File: src/rtl/jtframe_ps2_tx_if.sv
// Request/response handshake between a command requester and the PS/2 host transmitter.
interface jtframe_ps2_tx_if;
    logic [7:0] tx_data;
    logic       tx_req;
    logic       tx_busy;
    logic       tx_done;
    logic       tx_err;

    modport master (
        output tx_data,
        output tx_req,
        input  tx_busy,
        input  tx_done,
        input  tx_err
    );

    modport slave (
        input  tx_data,
        input  tx_req,
        output tx_busy,
        output tx_done,
        output tx_err
    );
endinterface

File: src/rtl/jtframe_ps2_tx.sv
// PS/2 host-to-device transmitter: inhibits the bus, requests to send, then shifts one
// odd-parity byte out on device clock falling edges and checks the device ack.
module jtframe_ps2_tx #(
    parameter int INHIBIT_CYC = 4800,
    parameter int TIMEOUT_CYC = 720000,
    parameter int FILTER      = 4
) (
    input  logic              clk,
    input  logic              rst,
    input  logic              ps2_clk_in,
    input  logic              ps2_data_in,
    output logic              ps2_clk_oe,
    output logic              ps2_data_oe,
    jtframe_ps2_tx_if.slave   bus
);
    localparam int INH_W = $clog2(INHIBIT_CYC);
    localparam int WD_W  = $clog2(TIMEOUT_CYC);
    localparam int FLT_W = (FILTER > 1) ? $clog2(FILTER) : 1;

    typedef enum logic [2:0] {
        IDLE, INHIBIT, RTS, SHIFT, ACK, WAITIDLE, DONE, ERR
    } state_t;

    // Bit 0 is the clock pad, bit 1 the data pad; both idle high when released.
    logic [1:0] pad_in;
    logic [1:0] pad_sync;
    assign pad_in = {ps2_data_in, ps2_clk_in};

    generate
        for (genvar gi = 0; gi < 2; gi++) begin : g_sync
            logic [1:0] sync_reg;
            always_ff @(posedge clk or posedge rst) begin
                if (rst) sync_reg <= 2'b11;
                else     sync_reg <= {sync_reg[0], pad_in[gi]};
            end
            assign pad_sync[gi] = sync_reg[1];
        end
    endgenerate

    logic             clk_filt_reg;
    logic [FLT_W-1:0] flt_cnt_reg;
    logic             fe_reg;

    // A new clock level is accepted only after FILTER consecutive differing samples.
    always_ff @(posedge clk or posedge rst) begin
        if (rst) begin
            clk_filt_reg <= 1'b1;
            flt_cnt_reg  <= '0;
            fe_reg       <= 1'b0;
        end else begin
            fe_reg <= 1'b0;
            if (pad_sync[0] == clk_filt_reg) begin
                flt_cnt_reg <= '0;
            end else if (flt_cnt_reg == FLT_W'(FILTER - 1)) begin
                clk_filt_reg <= pad_sync[0];
                flt_cnt_reg  <= '0;
                fe_reg       <= clk_filt_reg;
            end else begin
                flt_cnt_reg <= flt_cnt_reg + 1'b1;
            end
        end
    end

    state_t           state_reg;
    logic [9:0]       sr_reg;
    logic [3:0]       bit_cnt_reg;
    logic [INH_W-1:0] inh_cnt_reg;
    logic [WD_W-1:0]  wd_cnt_reg;
    logic             clk_oe_reg;
    logic             data_oe_reg;
    logic             busy_reg;
    logic             done_reg;
    logic             err_reg;
    logic             wd_expired;

    assign wd_expired = (wd_cnt_reg == WD_W'(TIMEOUT_CYC - 1));

    always_ff @(posedge clk or posedge rst) begin
        if (rst) begin
            state_reg   <= IDLE;
            sr_reg      <= '0;
            bit_cnt_reg <= '0;
            inh_cnt_reg <= '0;
            wd_cnt_reg  <= '0;
            clk_oe_reg  <= 1'b0;
            data_oe_reg <= 1'b0;
            busy_reg    <= 1'b0;
            done_reg    <= 1'b0;
            err_reg     <= 1'b0;
        end else begin
            done_reg <= 1'b0;
            err_reg  <= 1'b0;
            case (state_reg)
                IDLE: begin
                    clk_oe_reg  <= 1'b0;
                    data_oe_reg <= 1'b0;
                    if (bus.tx_req) begin
                        sr_reg      <= {1'b1, ~^bus.tx_data, bus.tx_data};
                        busy_reg    <= 1'b1;
                        clk_oe_reg  <= 1'b1;
                        inh_cnt_reg <= '0;
                        state_reg   <= INHIBIT;
                    end
                end
                INHIBIT: begin
                    inh_cnt_reg <= inh_cnt_reg + 1'b1;
                    // Start bit goes out on the final inhibit cycle.
                    if (inh_cnt_reg == INH_W'(INHIBIT_CYC - 2)) data_oe_reg <= 1'b1;
                    if (inh_cnt_reg == INH_W'(INHIBIT_CYC - 1)) begin
                        clk_oe_reg <= 1'b0;
                        wd_cnt_reg <= '0;
                        state_reg  <= RTS;
                    end
                end
                RTS, SHIFT, ACK, WAITIDLE: begin
                    wd_cnt_reg <= wd_cnt_reg + 1'b1;
                    if (wd_expired) begin
                        clk_oe_reg  <= 1'b0;
                        data_oe_reg <= 1'b0;
                        busy_reg    <= 1'b0;
                        err_reg     <= 1'b1;
                        state_reg   <= ERR;
                    end else if (state_reg == RTS) begin
                        if (fe_reg) begin
                            data_oe_reg <= ~sr_reg[0];
                            sr_reg      <= {1'b1, sr_reg[9:1]};
                            bit_cnt_reg <= 4'd1;
                            state_reg   <= SHIFT;
                        end
                    end else if (state_reg == SHIFT) begin
                        if (fe_reg) begin
                            data_oe_reg <= ~sr_reg[0];
                            sr_reg      <= {1'b1, sr_reg[9:1]};
                            bit_cnt_reg <= bit_cnt_reg + 1'b1;
                            if (bit_cnt_reg == 4'd9) state_reg <= ACK;
                        end
                    end else if (state_reg == ACK) begin
                        if (fe_reg) begin
                            if (!pad_sync[1]) begin
                                state_reg <= WAITIDLE;
                            end else begin
                                clk_oe_reg  <= 1'b0;
                                data_oe_reg <= 1'b0;
                                busy_reg    <= 1'b0;
                                err_reg     <= 1'b1;
                                state_reg   <= ERR;
                            end
                        end
                    end else begin
                        if (clk_filt_reg && pad_sync[1]) begin
                            busy_reg  <= 1'b0;
                            done_reg  <= 1'b1;
                            state_reg <= DONE;
                        end
                    end
                end
                DONE: state_reg <= IDLE;
                ERR: begin
                    clk_oe_reg  <= 1'b0;
                    data_oe_reg <= 1'b0;
                    state_reg   <= IDLE;
                end
                default: state_reg <= IDLE;
            endcase
        end
    end

    assign ps2_clk_oe  = clk_oe_reg;
    assign ps2_data_oe = data_oe_reg;
    assign bus.tx_busy = busy_reg;
    assign bus.tx_done = done_reg;
    assign bus.tx_err  = err_reg;
endmodule

File: src/flat_wrapper.sv
// flat-port wrapper written by rule: the top's interface ports become plain ports
module jtframe_ps2_tx_flat 
#(
    parameter int INHIBIT_CYC = 4800,
    parameter int TIMEOUT_CYC = 720000,
    parameter int FILTER      = 4
)
  (clk, rst, ps2_clk_in, ps2_data_in, ps2_clk_oe, ps2_data_oe, bus_tx_data, bus_tx_req, bus_tx_busy, bus_tx_done, bus_tx_err);
  jtframe_ps2_tx_if bus_i ();
  input  logic clk;
  input  logic rst;
  input  logic ps2_clk_in;
  input  logic ps2_data_in;
  output logic ps2_clk_oe;
  output logic ps2_data_oe;
  input wire logic [$bits(bus_i.tx_data)-1:0] bus_tx_data;
  input wire logic [$bits(bus_i.tx_req)-1:0] bus_tx_req;
  output wire logic [$bits(bus_i.tx_busy)-1:0] bus_tx_busy;
  output wire logic [$bits(bus_i.tx_done)-1:0] bus_tx_done;
  output wire logic [$bits(bus_i.tx_err)-1:0] bus_tx_err;
  assign bus_i.tx_data = bus_tx_data;
  assign bus_i.tx_req = bus_tx_req;
  assign bus_tx_busy = bus_i.tx_busy;
  assign bus_tx_done = bus_i.tx_done;
  assign bus_tx_err = bus_i.tx_err;
  jtframe_ps2_tx #(.INHIBIT_CYC(INHIBIT_CYC), .TIMEOUT_CYC(TIMEOUT_CYC), .FILTER(FILTER)) u_core (.clk(clk), .rst(rst), .ps2_clk_in(ps2_clk_in), .ps2_data_in(ps2_data_in), .ps2_clk_oe(ps2_clk_oe), .ps2_data_oe(ps2_data_oe), .bus(bus_i));
endmodule
File: config.mk
export PLATFORM = sky130hd
export DESIGN_NAME = jtframe_ps2_tx_flat
export DESIGN_NICKNAME = d
export VERILOG_FILES = /design/src/rtl/jtframe_ps2_tx_if.sv /design/src/rtl/jtframe_ps2_tx.sv /design/src/flat_wrapper.sv
export SDC_FILE = /design/constraint.sdc
export NUM_CORES = 1
export LEC_CHECK = 0
export BUFFER_PORTS_ARGS = -buffer_cell sky130_fd_sc_hd__buf_2
export CORE_UTILIZATION = 40
export CTS_CLUSTER_DIAMETER = 40
export DETAILED_ROUTE_END_ITERATION = 7
export GPL_ROUTABILITY_DRIVEN = 1
export SYNTH_ARGS = -nofsm -noshare
export SYNTH_HDL_FRONTEND = slang
export SYNTH_SLANG_ARGS = --single-unit
File: constraint.sdc
create_clock -name clk -period 2.4 [get_ports clk]
set_input_delay 0.6 -clock clk [delete_from_list [all_inputs] [get_ports clk]]
set_output_delay 0.6 -clock clk [all_outputs]
set_load 0.01 [all_outputs]
==> metrics.md <==
| Metric | Value |
|---|---|
| Status | `finished, final reports clean` |
| Top-count cell post-synth | `dfrtp_1` |
| Syn. warnings | `0` |
| GPL Wtd Cong | `0.816` |
| Horiz. Die Dim | `about 90 um` |
| # clock sinks | `63` |
| Syn Std Cell Area | `3240 um2` |
| Xor/xnor share of the synthesized area | `7.29%` |
| Non-filler cells, final | `482` |
| Main combinational cell family by area after synthesis | `simple AND/OR/NAND/NOR gates` |
| Critical path depth in cells | `7` |
| Worst vdd ir | `about 0.46 mV` |
| Synth Area in Simple Gates | `24.0%` |
| GRT Total Usage | `between 10% and 20%` |
| Worst hold-check path type | `in -> async` |
| Syn-to-layout area delta | `15.2%` |
| Htree depth | `3` |
| EDFF count, synth | `0` |
| Core area | `about 7800 um2` |
| Largest register FFs | `20` |
| Max transition margin | `a little over half` |
| Max-slew violation count | `0` |
| Crit share post-route | `92.1%` |
| Antenna viol nets, final | `0` |
| WHS | `262 ps` |
| Clock Skews | `8.60 ps` |
| PortBufs | `17` |
| Post-synthesis adder-cell area fraction | `2.32%` |
| Uppermost layer routed | `met4` |
| Setup crit end | `u_core.wd_cnt_reg[19]` |
| Compound-gate portion of the synthesized area | `12.6%` |
| Arrival time at the worst endpoint | `2430 ps` |
| CTS tree | `built` |
| CP max stage cell | `or3b_1` |
| Worst setup path class | `reg -> reg` |
| Layout cell share with drive strength beyond 1 | `16.3%` |
| Worst reg2reg setup slack | `about 190 ps` |
| CP Max Fanout | `10` |
| Routed wl met3 | `between 200 and 250 um` |
| Num CTS Buffers | `9` |
| Die ar. | `between 8000 and 9000 um2` |
| RR Startpoint | `u_core.inh_cnt_reg[6]` |
| Dpl cell area | `between 3000 and 4000 um2` |
| Clk buf depth | `2` |
| Fin area | `3730 um2` |
| Mapped Cells | `350` |
| Ranking of synthesized cells by area | `dfrtp_1 45%, xnor2_1 6.5%, nor2_1 5.3%` |
| Worst Reg-to-Reg Cells | `7` |
| First-pass GRT wire length | `11.2 mm` |
| Ant. Diodes | `0` |
| Synth cell types | `48` |
| Slowest stage delay, CP | `470 ps` |
| # rows | `32` |
| Crit path from | `u_core.inh_cnt_reg[6]` |
| Critical Path Sink Type | `flop` |
| Overall power | `3.77 mW` |
| Vias | `~2.5k` |
| Reg2reg end | `u_core.wd_cnt_reg[19]` |
| Pre-antenna DRT Iters | `4` |
| # IOs | `18` |
| Die height | `slightly above 90 um` |
| DR iter-0 viols | `between 100 and 150` |
| Synthesis-stage register bit count | `63` |
| Post-CTS Hold Buffers | `0` |
| Global route total overflow | `0` |
| Final Hold Violating Endpoints | `0` |
| DR vias/cell | `around 5.3` |
| Synth area leader | `dfrtp_1` |
| Critical path, cell by cell | `or3b_1, nor4_4, buf_4, o2111ai_4, nor4_2, xnor2_1, nor2_1` |
| P_leak | `1.58 nW` |
| Post-synth top cells | `58 x dfrtp_1, 46 x nor2_1, 44 x nand2_1` |
| Per-cell routed wire length | `13.4 um` |
| Top-area cell type share of the netlist area | `44.8%` |
| Drc violations | `0` |
| Worst slew pin tran | `701 ps` |
| Vias in the first global route | `2350` |
| Crit path required time | `2620 ps` |
| Pwr Density | `1010 nW/um2` |
| Final wirelength | `6.47 mm` |
| Placed instance count | `about 470` |
| Initial core utilization | `between 40% and 50%` |
| Largest net degree at the start of global routing | `44` |
| Post-synth ARST share | `100%` |
| Final-report setup violation count | `0` |
| Wire length on met1 | `3.10 mm` |
| Largest delay contributor family on the critical path | `simple AND/OR/NAND/NOR gates` |
| Max Cap Viol | `0` |
| Seq/Total Area, Yosys | `48.8%` |
| Final #Nets | `395` |
| Fmax | `453 MHz` |
| HPWL reported at the end of detailed placement | `4.47 mm` |
| WL met2 | `3.09 mm` |
| Syn nets | `369` |
| Dpl ws | `113 ps` |
| RSZ-0062 raised after global routing | `true` |
| Clk root buf | `clkbuf_8` |
| Final design utilization | `approximately 48%` |
| Mux contribution to synthesized area | `1.62%` |
| Setup_tns | `0 ps` |
| CTS clk-pin slew, worst paths | `70 ps` |
| Skew-Pair Late Insertion Delay | `about 340 ps` |
| Synth Flop Type | `dfrtp_1` |
| Worst path bufs/invs | `1` |
| Tmin final | `approximately 2200 ps` |
| Final setup margin | `around 190 ps` |
| Startpoint Class | `flop` |
| Syn avg cell area | `just over 9 um2` |
| Initial antenna violation count | `0` |
==> area by class of cell <==
cell class / instances / area, um2
Multi-Input combinational cell: 259 / 1560
Inverter: 16 / 60.1
Clock buffer: 12 / 165
Fill cell: 725 / 4030
Clock inverter: 3 / 65.1
Tap cell: 102 / 128
Timing Repair Buffer: 27 / 173
Sequential cell: 63 / 1580
==> cells by family after synthesis <==
kind of cell / Yosys count
DFF: 63
xor gates and xnor gates: 27
adders and majority gates: 6
AOI/OAI and AO/OA: 64
muxes: 5
and+or+nand+nor: 157
buffers and inverters: 28
==> layer usage <==
metal | track usage (%) | up-vias
met3 | 5.14 | 6
li1 | - | 1270
met2 | 26.1 | 41
met1 | 22.7 | 1222
met5 | 0 | -
met4 | 7.16 | 0
==> how the worst min path moves through the flow <==
stage / cells after the start / slack (ps) / startpoint / end
6_report: 2 / 260 / rst / u_core.wd_cnt_reg[14]
3_3_place_gp: 0 / 350 / u_core.g_sync[1].sync_reg[0] / u_core.g_sync[1].sync_reg[1]
4_1_cts: 2 / 250 / rst / u_core.wd_cnt_reg[14]
2_1_floorplan: 0 / 350 / u_core.g_sync[0].sync_reg[0] / u_core.g_sync[0].sync_reg[1]
5_1_grt: 2 / 270 / rst / u_core.wd_cnt_reg[14]
3_5_place_dp: 0 / 350 / u_core.g_sync[0].sync_reg[0] / u_core.g_sync[0].sync_reg[1]
==> layout by cell type, fill, tap and decap left out, drive strengths merged, types with 4 or more instances in the layout <==
| master | count |
|---|---|
| nand4 | 5 |
| dfrtp | 58 |
| nand3 | 14 |
| ha | 6 |
| o21ai | 25 |
| nor3 | 16 |
| o31ai | 4 |
| a31oi | 10 |
| nand2 | 44 |
| nor4 | 4 |
| inv | 16 |
| dfstp | 5 |
| buf | 27 |
| xnor2 | 24 |
| nor2b | 4 |
| nor2 | 46 |
| and3 | 9 |
| a21oi | 11 |
| clkbuf | 12 |
==> repair_timing <==
action | CTS | global route
setup buffers | 0 | 2
setup endpoints to repair | 0 | 8
resized for setup | 0 | 3
==> report_power, final <==
group / switching (mW) / internal [mW]
combinational: 0.757 / 0.482
sequential: 0.179 / 1.30
clock: 0.392 / 0.663
No activity file was read; power rests on OpenSTA's default activity.
